`src/rtl/serial_adder_pkg.sv`:
```
// Shared constants and FSM state encoding for the bit-serial add/subtract unit.
package serial_adder_pkg;

    localparam int SA_DEFAULT_WIDTH = 32;

    typedef enum logic [1:0] {
        SA_IDLE = 2'b00,
        SA_RUN  = 2'b01,
        SA_DONE = 2'b10
    } sa_state_e;

endpackage

```
`src/rtl/serial_adder_full_adder.sv`:
```
// Single-bit full-adder cell: the only arithmetic element of the serial datapath.
module serial_adder_full_adder (
    input  logic a,
    input  logic b,
    input  logic ci,
    output logic s,
    output logic co
);

    assign s  = a ^ b ^ ci;
    assign co = (a & b) | (ci & (a ^ b));

endmodule

```
`src/rtl/serial_adder.sv`:
```
// Bit-serial add/subtract engine: one full-adder cell, LSB-first, DATA_WIDTH cycles per op.
// Define SERIAL_ADDER_OVERFLOW_EN to add the registered signed-overflow output V.
module serial_adder
    import serial_adder_pkg::*;
#(
    parameter int DATA_WIDTH = SA_DEFAULT_WIDTH
) (
    input  logic                  CLK,
    input  logic                  RST,
    input  logic                  START,
    input  logic                  SnA,
    input  logic [DATA_WIDTH-1:0] A,
    input  logic [DATA_WIDTH-1:0] B,
    output logic                  BUSY,
    output logic                  DONE,
    output logic [DATA_WIDTH-1:0] Y,
    output logic                  CO
`ifdef SERIAL_ADDER_OVERFLOW_EN
    ,
    output logic                  V
`endif
);

    localparam int CNT_W = $clog2(DATA_WIDTH) + 1;

    sa_state_e             state_q, state_d;
    logic [CNT_W-1:0]      cnt_q, cnt_d;
    logic [DATA_WIDTH-1:0] a_sh_q, a_sh_d;
    logic [DATA_WIDTH-1:0] b_sh_q, b_sh_d;
    logic [DATA_WIDTH-1:0] r_sh_q, r_sh_d;
    logic                  carry_q, carry_d;
    logic [DATA_WIDTH-1:0] y_q, y_d;
    logic                  co_q, co_d;
`ifdef SERIAL_ADDER_OVERFLOW_EN
    logic                  v_q, v_d;
`endif

    logic fa_s, fa_co;
    logic launch;
    logic last_bit;

    serial_adder_full_adder u_full_adder (
        .a  (a_sh_q[0]),
        .b  (b_sh_q[0]),
        .ci (carry_q),
        .s  (fa_s),
        .co (fa_co)
    );

    assign launch   = START && (state_q == SA_IDLE || state_q == SA_DONE);
    assign last_bit = (cnt_q == CNT_W'(DATA_WIDTH - 1));

    always_comb begin
        state_d = state_q;
        cnt_d   = cnt_q;
        a_sh_d  = a_sh_q;
        b_sh_d  = b_sh_q;
        r_sh_d  = r_sh_q;
        carry_d = carry_q;
        y_d     = y_q;
        co_d    = co_q;
`ifdef SERIAL_ADDER_OVERFLOW_EN
        v_d     = v_q;
`endif

        case (state_q)
            SA_IDLE: if (launch) state_d = SA_RUN;
            SA_RUN: begin
                // The sum bit enters at the MSB so the result lands LSB-aligned after DATA_WIDTH shifts.
                r_sh_d  = DATA_WIDTH'({fa_s, r_sh_q} >> 1);
                a_sh_d  = a_sh_q >> 1;
                b_sh_d  = b_sh_q >> 1;
                carry_d = fa_co;
                cnt_d   = cnt_q + CNT_W'(1);
                if (last_bit) begin
                    y_d     = DATA_WIDTH'({fa_s, r_sh_q} >> 1);
                    co_d    = fa_co;
`ifdef SERIAL_ADDER_OVERFLOW_EN
                    v_d     = carry_q ^ fa_co;
`endif
                    state_d = SA_DONE;
                end
            end
            SA_DONE: state_d = launch ? SA_RUN : SA_IDLE;
            default: state_d = SA_IDLE;
        endcase

        // Subtraction is A + ~B + 1: invert B and seed the carry with SnA.
        if (launch) begin
            a_sh_d  = A;
            b_sh_d  = SnA ? ~B : B;
            carry_d = SnA;
            cnt_d   = '0;
        end
    end

    always_ff @(posedge CLK or negedge RST) begin
        if (!RST) begin
            state_q <= SA_IDLE;
            cnt_q   <= '0;
            a_sh_q  <= '0;
            b_sh_q  <= '0;
            r_sh_q  <= '0;
            carry_q <= 1'b0;
            y_q     <= '0;
            co_q    <= 1'b0;
`ifdef SERIAL_ADDER_OVERFLOW_EN
            v_q     <= 1'b0;
`endif
        end else begin
            state_q <= state_d;
            cnt_q   <= cnt_d;
            a_sh_q  <= a_sh_d;
            b_sh_q  <= b_sh_d;
            r_sh_q  <= r_sh_d;
            carry_q <= carry_d;
            y_q     <= y_d;
            co_q    <= co_d;
`ifdef SERIAL_ADDER_OVERFLOW_EN
            v_q     <= v_d;
`endif
        end
    end

    assign BUSY = (state_q == SA_RUN);
    assign DONE = (state_q == SA_DONE);
    assign Y    = y_q;
    assign CO   = co_q;
`ifdef SERIAL_ADDER_OVERFLOW_EN
    assign V    = v_q;
`endif

endmodule

```
`config.mk`:
```
export PLATFORM = sky130hd
export DESIGN_NAME = serial_adder
export DESIGN_NICKNAME = d
export VERILOG_FILES = /design/src/rtl/serial_adder_pkg.sv /design/src/rtl/serial_adder_full_adder.sv /design/src/rtl/serial_adder.sv
export SDC_FILE = /design/constraint.sdc
export NUM_CORES = 1
export LEC_CHECK = 0
export BUFFER_PORTS_ARGS = -buffer_cell sky130_fd_sc_hd__buf_4
export CAP_MARGIN = 25
export CORE_ASPECT_RATIO = 2
export CORE_MARGIN = 1
export CORE_UTILIZATION = 35
export DETAILED_ROUTE_END_ITERATION = 12
export PLACE_DENSITY = 0.53
export SLEW_MARGIN = 15
export SYNTH_ARGS = -nofsm -noshare
export SYNTH_HDL_FRONTEND = slang
export SYNTH_SLANG_ARGS = --single-unit
```
`constraint.sdc`:
```
create_clock -name CLK -period 2.3 [get_ports CLK]
set_clock_uncertainty 0.05 [all_clocks]
set_input_delay 0.345 -clock CLK [delete_from_list [all_inputs] [get_ports CLK]]
set_output_delay 0.345 -clock CLK [all_outputs]
set_load 0.05 [all_outputs]
```
# --- After elaboration in Yosys (flattened, before gate mapping) ---
# Cells that the tools add are included.
word_totals:
  register_bits: 138
  out_inout_bits: 35
classes:
  n_addsub: 1
  n_eq_ne: 5
  n_mux: 13
  bitwise_logic: 6
  reduce_logical: 6
ops:
  columns: ["operator", "n"]
  rows:
  - ["32-bit 2-to-1 mux", 5]
  - ["32-bit NOT", 1]
  - ["6-bit 2-to-1 mux", 2]
  - ["6-bit by 1-bit adder with 6-bit output, second input constant", 1]
  - ["6-bit by 5-bit == test with 1-bit output, second input constant", 1]
  - ["2-bit case mux with 3 select lines", 1]
  - ["2-bit 2-to-1 mux", 2]
  - ["2-bit AND reduction", 2]
  - ["1-bit 2-to-1 mux", 3]
  - ["1-bit AND", 2]
  - ["2-bit by 1-bit == test with 1-bit output, second input constant", 1]
  - ["2-bit == test, second input constant", 1]
  - ["2-bit logical NOT", 1]
  - ["2-bit by 1-bit != test with 1-bit output, second input constant", 1]
  - ["2-bit != test, second input constant", 1]
  - ["2-bit nonzero test", 1]
  - ["1-bit XOR", 2]
  - ["1-bit logical AND", 1]
  - ["1-bit logical OR", 1]
  - ["1-bit bitwise OR", 1]

# --- Depth between registers and ports, before layout ---
# Gate-level depths: netlist of run 1.
logic_depth:
  depth_word: 5
  ltp_mapped: 6

# --- Cells and area by module ---
# Synthesis of run 1 repeated with hierarchy kept, for this count alone.
hier_totals:
  cells_unflattened: 614
  area_unflattened_um2: 5960.7
by_module_without_submodules:
  columns: ["module", "n_inst", "cells_each", "area_per_inst_um2", "seq_area_each_um2"]
  rows:
  - ["serial_adder", 1, 613, 5940.7, 3428.3]
  - ["serial_adder_full_adder", 1, 1, 20.0, 0.0]

# --- Worst setup path after synthesis of run 1 ---
# Ideal clock, no wire load.
synth_timing:
  path_kind: "reg-to-output"
  startpoint: "reg state_q[1]"
  endpoint: "out BUSY"
  arrival_time_ps: 1500
  t_required_ps: 1905
  setup_slack_ps: 405
  stages_incl_launch_ff: 5
  path_buffers: 2
  path_cell_list: "dfrtp_1 -> nand2b_1 -> inv_2 -> buf_2 -> buf_1"
synth_via:
  elab_chain_cells: 1
synth_lines:
  columns: ["item", "line_no", "source"]
  rows:
  - ["start, declared", "serial_adder.sv:26", "sa_state_e state_q, state_d;"]
  - ["start signal, assigned", "serial_adder.sv:111", "state_q <= state_d;"]
  - ["2-bit by 1-bit == test with 1-bit output", "serial_adder.sv:125", "assign BUSY = (state_q == SA_RUN);"]
  - ["end, declared", "serial_adder.sv:14", "output logic BUSY,"]
# Every way passes these cells.

# --- Worst setup path after layout of run 1 ---
layout_timing:
  startpoint: "reg state_q[0]"
  endpoint: "out BUSY"
# Same word-level chain as after synthesis.

==> out/qor.txt, run 1 <==
Top FF cell, synth: dfrtp_1
H-tree depth: 4
Max_cap viols: 0
Vias in the first global route: 4533
Worst-Margin Slew: 0.615 ns
Clock network fraction of total power: 28.4%
Distinct cells, synth: 30
Reg2reg end: Y[14]
Filler Cell Count: 1634
Final Hold Fails: 0
First-pass GRT wire length: 22100 µm
Clk buf depth: 2
Ant diodes: 0
Switching portion of total power: 36.1%
Sequential-to-total area share from yosys stat: 57.6%
Reg power frac: 43.5%
Clock transition at the registers of the reported paths: 0.06 ns
Fraction of layout cells with a size suffix above 1: 24.9%
Clk sinks: 137
Num ports: 103
Clock root buffer: clkbuf_16
PD cells: 1220 nW/µm²
Post-DP HPWL: 8370 µm
EDFF count, synth: 0
Syn_area_per_cell: 9.68 µm²
RSZ-0062 raised after global routing: false
# resized after CTS: 0
FMAX: 509 MHz
Post-layout util: 45.2%
Switching power of the nets: 3320 µW
HP Start: A[0]
Vias/cell: 4.90
Worst-case reg-to-reg path depth: 4
Core box area: 16700 µm²
Die Height: 186 µm
CP startpoint kind: flop
VDD IR max: 0.570 mV
Hold path depth: 3
Synth async-reset ratio: 100%
Post-place instance area: 6960 µm²
Min cycle time layout: 1.96 ns
Crit end category: primary output
Clock buffer count from CTS: 17
Die Wd: 94.2 µm
Fin Setup TNS: 0 ns
Leading cell type in the layout, fill and taps excluded: nand2_1
Syn Inst Count: 615
Fin. max-slew vios: 0
Placer congestion estimate: 0.742
Postcts setup bufs: 0
CP required: 1.90 ns
Leak pwr: 0.00357 µW
Hold crit path type: primary input to flop
# setup viols final: 0
IO buf count: 102
DR iter-0 viols: 275
CP Launch Point: state_q[0]
Worst Path Max Fanout: 22
Seq cells post-synth: 137
Clock latency on the worst-skew pair: 0.41 ns
Pint: 5880 µW
Post-Syn Area: 5950 µm²
Routed len/inst: 14.0 µm
Pin count of the biggest net entering global routing: 59
CTS tree: yes
Final instance area: 7540 µm²
Initial antenna violation count: 0
Logic pwr share: 28.1%
Routed WL: 12900 µm
Full die area: 17600 µm²
Nets: 775
GRT overflow: 0
WHS: 0.112 ns
Num rows: 67
DRC: 0
Layout area overhead: 26.6%
Reg2Reg Setup Slack: 0.58 ns
All-Layer GR Usage: 15.8%
Syn_nets: 685
Class of the most critical setup path: flop to primary output
Tot Pwr: 9200 µW
Syn. warnings: 0
Final period utilization: 85.4%
Worst r2r src: cnt_q[0]
Most frequent cells in the layout: 217 x nand2_1, 137 x dfrtp_1, 106 x buf_4
Hold-critical path endpoint: a_sh_q[0]
Outcome: completed
DR vias: 4532
1st-pass router iterations: 4
Worst rel slew slack: 59.0%
Crit path arrival time: 1.57 ns
Initial core utilization: 35.7%
Routed Antenna Nets: 0
worst max-delay path, stage by stage (launching register included):
cell and delay (ns):
dfrtp_1 0.42, nand2b_4 0.12, clkinv_2 0.29, buf_4 0.32
cell families after synthesis:
family | share of synthesized area [%]
flops | 57.6
simple gates | 19.3
buf+inv | 3.34
fa+ha+maj | 0.547
mux | 6.77
compound gates | 7.76
xor+xnor | 4.71
area by class of cell:
cell class | count | area [µm²] | area share, %
clock inverters | 14 | 128 | 1.69
flip-flops and latches | 137 | 3430 | 45.5
inverters | 1 | 5.00 | 0.0664
clock buffers | 18 | 439 | 5.83
well taps | 207 | 259 | 3.44
repair buffers | 114 | 937 | 12.4
multi-input cells | 434 | 2340 | 31.0
power groups by stage:
| stage | logic [µW] | registers [µW] | clock network (µW) |
|---|---|---|---|
| 5_1_grt | 2920 | 4140 | 2800 |
| 6_report | 2590 | 4000 | 2610 |
| 2_1_floorplan | 1470 | 4310 | 0 |
| 3_3_place_gp | 2560 | 4010 | 0 |
| 4_1_cts | 2630 | 4010 | 2690 |
| 3_5_place_dp | 2620 | 4050 | 0 |
worst max-delay path by stage:
stage	to	cells past startpoint
finish	BUSY	3
global route	BUSY	3
CTS	BUSY	3
detailed placement	Y[26]	4
global placement	Y[23]	4
floorplan	BUSY	4
metal layers:
metal / wire length, µm / global-route usage (%) / part of all wire (%) / up-vias
met5: 0 / 0 / 0 / -
met4: 165 / 5.56 / 1.3 / 0
met3: 548 / 3.46 / 4.2 / 13
met2: 6660 / 26.0 / 52 / 105
met1: 5550 / 20.2 / 43 / 2204
li1: - / - / - / 2210
flip-flops by register name (all words and copies together) (netlist names):
signal,count
b_sh_q,32
a_sh_q,32
carry_q,1
cnt_q,6
CO,1
r_sh_q,31
state_q,2
Y,32
Yosys cell counts, types with 2 or more instances:
cell        n  area (µm²)
nand2_1   217         815
dfrtp_1   137        3430
nor2_1     61         229
a31oi_1    59         369
xor2_1     32         280
mux2_2     29         327
clkbuf_1   18        67.6
buf_1      13        48.8
buf_2       9        45.0
mux2_1      5        56.3
nand3_1     4        20.0
a22o_1      3        26.3
a22oi_1     3        22.5
buf_6       3        33.8
a21oi_1     2        10.0
mux2i_1     2        20.0
nand2b_1    2        12.5
nand4_1     2        12.5
nor2b_1     2        12.5
o21ai_0     2        10.0
metrics by stage:
step / worst slack, ns / cells
after global placement: 0.646 / 892
after floorplan: 0.405 / 615
after CTS: 0.317 / 925
final: 0.336 / 925
after detailed placement: 0.590 / 892
after global routing: 0.223 / 925
repair_timing:
action,4_1_cts,5_1_grt
hold buffers,1,0
endpoints found under the hold margin,43,0
endpoints found under the setup margin,0,0
(Power assumes the default switching activity.)
==> run 2, diff against run 1 <==
--- a/config.mk
+++ b/config.mk
@@ -8,7 +8,7 @@
 export BUFFER_PORTS_ARGS = -buffer_cell sky130_fd_sc_hd__buf_4
 export CAP_MARGIN = 25
 export CORE_ASPECT_RATIO = 2
-export CORE_MARGIN = 1
+export CORE_MARGIN = 2
 export CORE_UTILIZATION = 35
 export DETAILED_ROUTE_END_ITERATION = 12
 export PLACE_DENSITY = 0.53
==> out/qor.txt, run 2 (synthesis results as in run 1) <==
# setup viols final: 0
First-pass GRT wire length: 23000 µm
1st-pass router iterations: 4
Worst-case reg-to-reg path depth: 4
Clk buf depth: 2
Met3 Resource Use GR: 3.72%
Layout area overhead: 27.1%
All-Layer GR Usage: 15.9%
VDD IR max: 0.503 mV
Worst path max stage delay: 0.43 ns
Reg2Reg Setup Slack: 0.54 ns
Switching power of the nets: 3270 µW
Reg2reg end: Y[15]
CP Launch Point: state_q[0]
Die Wd: 96.2 µm
Postcts setup bufs: 0
Routed len/inst: 14.4 µm
Clock buffer count from CTS: 17
Clock root buffer: clkbuf_16
CP endpoint: BUSY
Initial core utilization: 35.7%
Max_cap viols: 0
Outcome: completed
Fin. max-slew vios: 0
CP required: 1.90 ns
Hold crit path type: primary input to flop
Num rows: 67
H-tree depth: 4
Routed WL: 13300 µm
Leading cell type in the layout, fill and taps excluded: nand2_1
GRT overflow: 0
Nets: 775
Crit end category: primary output
DR vias: 4520
Slowest-stage cell, CP: dfrtp_1
Logic pwr share: 27.5%
IO buf count: 102
Core box area: 16700 µm²
Worst r2r src: cnt_q[0]
Tot Pwr: 9370 µW
Pin count of the biggest net entering global routing: 70
DR iter-0 viols: 184
Clock transition at the registers of the reported paths: 0.06 ns
Final Hold Fails: 0
Crit path arrival time: 1.63 ns
CTS tree: yes
Clock network fraction of total power: 29.7%
Class of the most critical setup path: flop to primary output
# resized after CTS: 0
Most frequent cells in the layout: 217 x nand2_1, 137 x dfrtp_1, 107 x buf_4
Post-DP HPWL: 8930 µm
CP startpoint kind: flop
DRC: 0
Reg power frac: 42.7%
Die Height: 188 µm
Num ports: 103
Pint: 6100 µW
Ant diodes: 0
RSZ-0062 raised after global routing: false
Full die area: 18100 µm²
Vias/cell: 4.89
Final period utilization: 88.0%
GR met1 Demand/Resource: 20.4%
FMAX: 494 MHz
Min cycle time layout: 2.02 ns
Clock latency on the worst-skew pair: 0.41 ns
Worst-Margin Slew: 0.715 ns
Met2 Resource Use GR: 25.9%
Initial antenna violation count: 0
GRT Max-Usage Layer: met2
Worst rel slew slack: 52.4%
Placer congestion estimate: 0.745
Fraction of layout cells with a size suffix above 1: 24.9%
PD cells: 1240 nW/µm²
Critical-path cell list: nand2b_4 > clkinv_2 > buf_4
Leak pwr: 0.00359 µW
Routed Antenna Nets: 0
Worst Path Max Fanout: 28
Vias in the first global route: 4741
Fin Setup TNS: 0 ns
Clk sinks: 137
Switching portion of total power: 34.9%
-- run 2: cell types whose count changed in the layout (fill, tap and decap cells not counted) --
cell | previous run | this run
clkinvlp_4 | 4 | 0
inv_8 | 4 | 1
bufinv_16 | 0 | 2
clkinv_4 | 1 | 3
buf_12 | 6 | 5
buf_4 | 106 | 107
clkbuf_8 | 1 | 2
clkinv_2 | 1 | 2
inv_6 | 5 | 6
-- run 2: timing repair --
item / 4_1_cts / 5_1_grt
setup endpoints to repair: 0 / 0
hold endpoints to repair: 43 / 0
hold buffers: 1 / 0
-- run 2: per-layer routing --
layer  vias to the layer above  part of all wire (%)
met5                         -                     0
met4                         0                   1.6
met3                        14                   4.2
met2                        95                    53
met1                      2206                    41
li1                       2205                     -
-- run 2: how the worst min path moves through the flow --
| stage | start | to | slack (ns) | depth (start not counted) |
|---|---|---|---|---|
| after floorplan | RST | CO | -0.0006 | 0 |
| after global placement | RST | Y[8] | 0.26 | 1 |
| after detailed placement | RST | Y[8] | 0.26 | 1 |
| after CTS | A[6] | a_sh_q[6] | 0.09 | 3 |
| after global routing | A[6] | a_sh_q[6] | 0.12 | 3 |
| final | A[6] | a_sh_q[6] | 0.12 | 3 |
-- run 2: layout make-up --
| class | instances | area [µm²] |
|---|---|---|
| clock buffer | 19 | 453 |
| clock inverter | 13 | 155 |
| fill | 1636 | 9120 |
| inverter | 1 | 5.00 |
| multi-input combinational | 434 | 2340 |
| sequential | 137 | 3430 |
| tap | 207 | 259 |
| timing repair buffer | 114 | 925 |
-- run 2: critical path: cells and delay by family, from the launching register on --
kind                   cells  cell delay [ns]
buffers and inverters      2             0.66
flip-flops                 1             0.43
AND/OR/NAND/NOR            1             0.13
-- run 2: per-stage QoR --
| stage | setup slack, ns | instances | hold WS, ns | instance area [µm²] | util [%] |
|---|---|---|---|---|---|
| finish | 0.276 | 925 | 0.117 | 7560 | 45.3 |
| global route | 0.152 | 925 | 0.116 | 7560 | 45.3 |
| CTS | 0.231 | 925 | 0.0917 | 7560 | 45.3 |
| detailed placement | 0.538 | 892 | 0.257 | 6950 | 41.6 |
| global placement | 0.629 | 892 | 0.256 | 6950 | 41.6 |
| floorplan | 0.405 | 615 | -0.000591 | 5950 | - |
-- run 2: power groups by stage --
stage               clock, µW  sequential, µW  combinational (µW)
finish                   2790            4000                2580
global route             2970            4150                2930
CTS                      2870            4020                2640
detailed placement          0            4050                2630
global placement            0            4010                2560
floorplan                   0            4310                1470
==> run 3, diff against run 2 <==
--- a/config.mk
+++ b/config.mk
@@ -5,12 +5,15 @@
 export SDC_FILE = /design/constraint.sdc
 export NUM_CORES = 1
 export LEC_CHECK = 0
+export ABC_AREA = 1
 export BUFFER_PORTS_ARGS = -buffer_cell sky130_fd_sc_hd__buf_4
 export CAP_MARGIN = 25
 export CORE_ASPECT_RATIO = 2
 export CORE_MARGIN = 2
 export CORE_UTILIZATION = 35
+export CTS_BUF_LIST = sky130_fd_sc_hd__clkbuf_4
 export DETAILED_ROUTE_END_ITERATION = 12
+export MAX_ROUTING_LAYER = met4
 export PLACE_DENSITY = 0.53
 export SLEW_MARGIN = 15
 export SYNTH_ARGS = -nofsm -noshare
==> out/qor.txt, run 3 <==
Outcome: completed
GRT overflow: 0
Hold crit path type: primary input to flop
CP required: 1.90 ns
Clk buf depth: 2
Post-layout util: 45.4%
Max_cap viols: 0
PD cells: 1160 nW/µm²
Worst-Margin Slew: 0.568 ns
Die Height: 190 µm
Clock root buffer: clkbuf_4
Dominant cells by area after synthesis: dfrtp_1 57%, nand2_1 10%, o21ai_0 8.8%, a21oi_1 4.5%, xor2_1 4.2%
Fraction of layout cells with a size suffix above 1: 18.4%
CTS tree: yes
Slowest-stage cell, CP: dfrtp_1
Post-synth top area share: 56.8%
Placer congestion estimate: 0.766
Synth Area in XOR/XNOR: 4.21%
Fin Setup TNS: 0 ns
Vias in the first global route: 4910
Num rows: 67
Nets: 878
Min cycle time layout: 2.08 ns
WHS: 0.0535 ns
Final Non-Filler Cells: 1029
Core box area: 16800 µm²
Final period utilization: 90.3%
Top FF cell, synth: dfrtp_1
Top cells by count, synth: 162 x nand2_1, 137 x dfrtp_1, 106 x o21ai_0
Num ports: 103
Synth async-reset ratio: 100%
Syn. warnings: 0
Final instance area: 7640 µm²
Routed Antenna Nets: 0
1st-pass router iterations: 4
Seq cells post-synth: 137
Sequential-to-total area share from yosys stat: 56.8%
Class of the most critical setup path: flop to primary output
# setup viols final: 0
Most frequent cells in the layout: 161 x nand2_1, 137 x dfrtp_1, 107 x buf_4
Pin count of the biggest net entering global routing: 79
Vias/cell: 4.75
Largest family of logic cells by synthesized area: compound AO/OA/AOI/OAI gates
Clock transition at the registers of the reported paths: 0.12 ns
EDFF count, synth: 0
Most instantiated library cell after synthesis: nand2_1
Worst Path Max Fanout: 12
Hold path depth: 4
H-tree depth: 4
Clk sinks: 137
Synth Area in Compound Gates: 15.8%
Crit path arrival time: 1.68 ns
Layout area overhead: 26.8%
Routed WL: 13900 µm
Leak pwr: 0.00358 µW
Total placed cells including tap cells: 961
Critical-path cell list: inv_2 > nor2_2 > buf_4
CP startpoint kind: flop
Post-Synth Simple-Gate Area: 15.2%
Crit end category: primary output
Initial antenna violation count: 1
Die Wd: 96.8 µm
Syn_area_per_cell: 8.78 µm²
RSZ-0062 raised after global routing: false
Leading cell type in the layout, fill and taps excluded: nand2_1
DR iter-0 viols: 153
Adder-Cell Fraction of Synth Area: 0.539%
Synth area leader: dfrtp_1
DRC: 0
Full die area: 18400 µm²
FMAX: 482 MHz
Worst-case reg-to-reg path depth: 6
Post-place instance area: 6930 µm²
First-pass GRT wire length: 23700 µm
VDD IR max: 0.524 mV
Distinct cells, synth: 23
Post-Syn Area: 6030 µm²
Post-DP HPWL: 9360 µm
All-Layer GR Usage: 16.2%
Syn Inst Count: 687
Worst rel slew slack: 62.2%
Final Hold Fails: 0
Post-synthesis mux area share: 0%
Syn_nets: 757
Fin. max-slew vios: 0
Worst path max stage delay: 0.44 ns
Clock latency on the worst-skew pair: 0.53 ns
Routed len/inst: 13.5 µm
IO buf count: 102
Initial core utilization: 35.8%
Clock buffer count from CTS: 17
DR vias: 4883
## run 3: metrics by stage
step / worst slack, ns / power [µW]
after floorplan: 0.823 / 6030
final: 0.224 / 8900
after CTS: 0.155 / 9050
after detailed placement: 0.689 / 7000
after global placement: 0.696 / 6900
after global routing: 0.0718 / 9620
## run 3: critical path: cells and delay by family (launching register included)
kind / cells / cell delay (ns)
AND/OR/NAND/NOR: 1 / 0.36
flip-flops: 1 / 0.44
buffers and inverters: 2 / 0.36
## run 3: logic make-up after synthesis
group	Yosys count
adders and majority gates	2
AOI/OAI and AO/OA	189
and+or+nand+nor	238
xor gates and xnor gates	29
buffers and inverters	92
DFF	137
## run 3: final timing paths
kind                            startpoint    endpoint  slack, ns
worst min-delay path                  B[3]   b_sh_q[3]       0.05
worst max-delay path            state_q[0]        BUSY       0.22
min in group asynchronous              RST       Y[10]       0.29
max in group asynchronous              RST       Y[27]       1.23
worst min register to register   r_sh_q[1]        Y[0]       0.44
worst max register to register  state_q[1]  b_sh_q[11]       0.65
## run 3: cell type report
| class | count | area [µm²] |
|---|---|---|
| fill | 1695 | 9210 |
| sequential | 137 | 3430 |
| multi-input combinational | 458 | 2170 |
| timing repair buffer | 147 | 1240 |
| tap | 207 | 259 |
| clock inverter | 14 | 228 |
| inverter | 47 | 176 |
| clock buffer | 18 | 135 |
| antenna | 1 | 2.50 |
## run 3: routing by layer
metal,wire length (µm),GRT usage (%),up-vias
met5,0,-,-
met4,185,5.42,0
met3,438,3.05,15
met2,7260,27.8,103
met1,6000,19.3,2320
li1,-,-,2445
## run 3: timing repair
item | in CTS | in global routing
hold buffers | 33 | 2
buffers inserted | 0 | 0
gates resized for setup | 0 | 0
hold endpoints to repair | 85 | 2
## run 3: report_power, final
| part | switching [µW] | total (µW) | internal [µW] |
|---|---|---|---|
| registers | 526 | 3860 | 3340 |
| logic | 1970 | 3070 | 1100 |
| clock network | 894 | 1980 | 1080 |
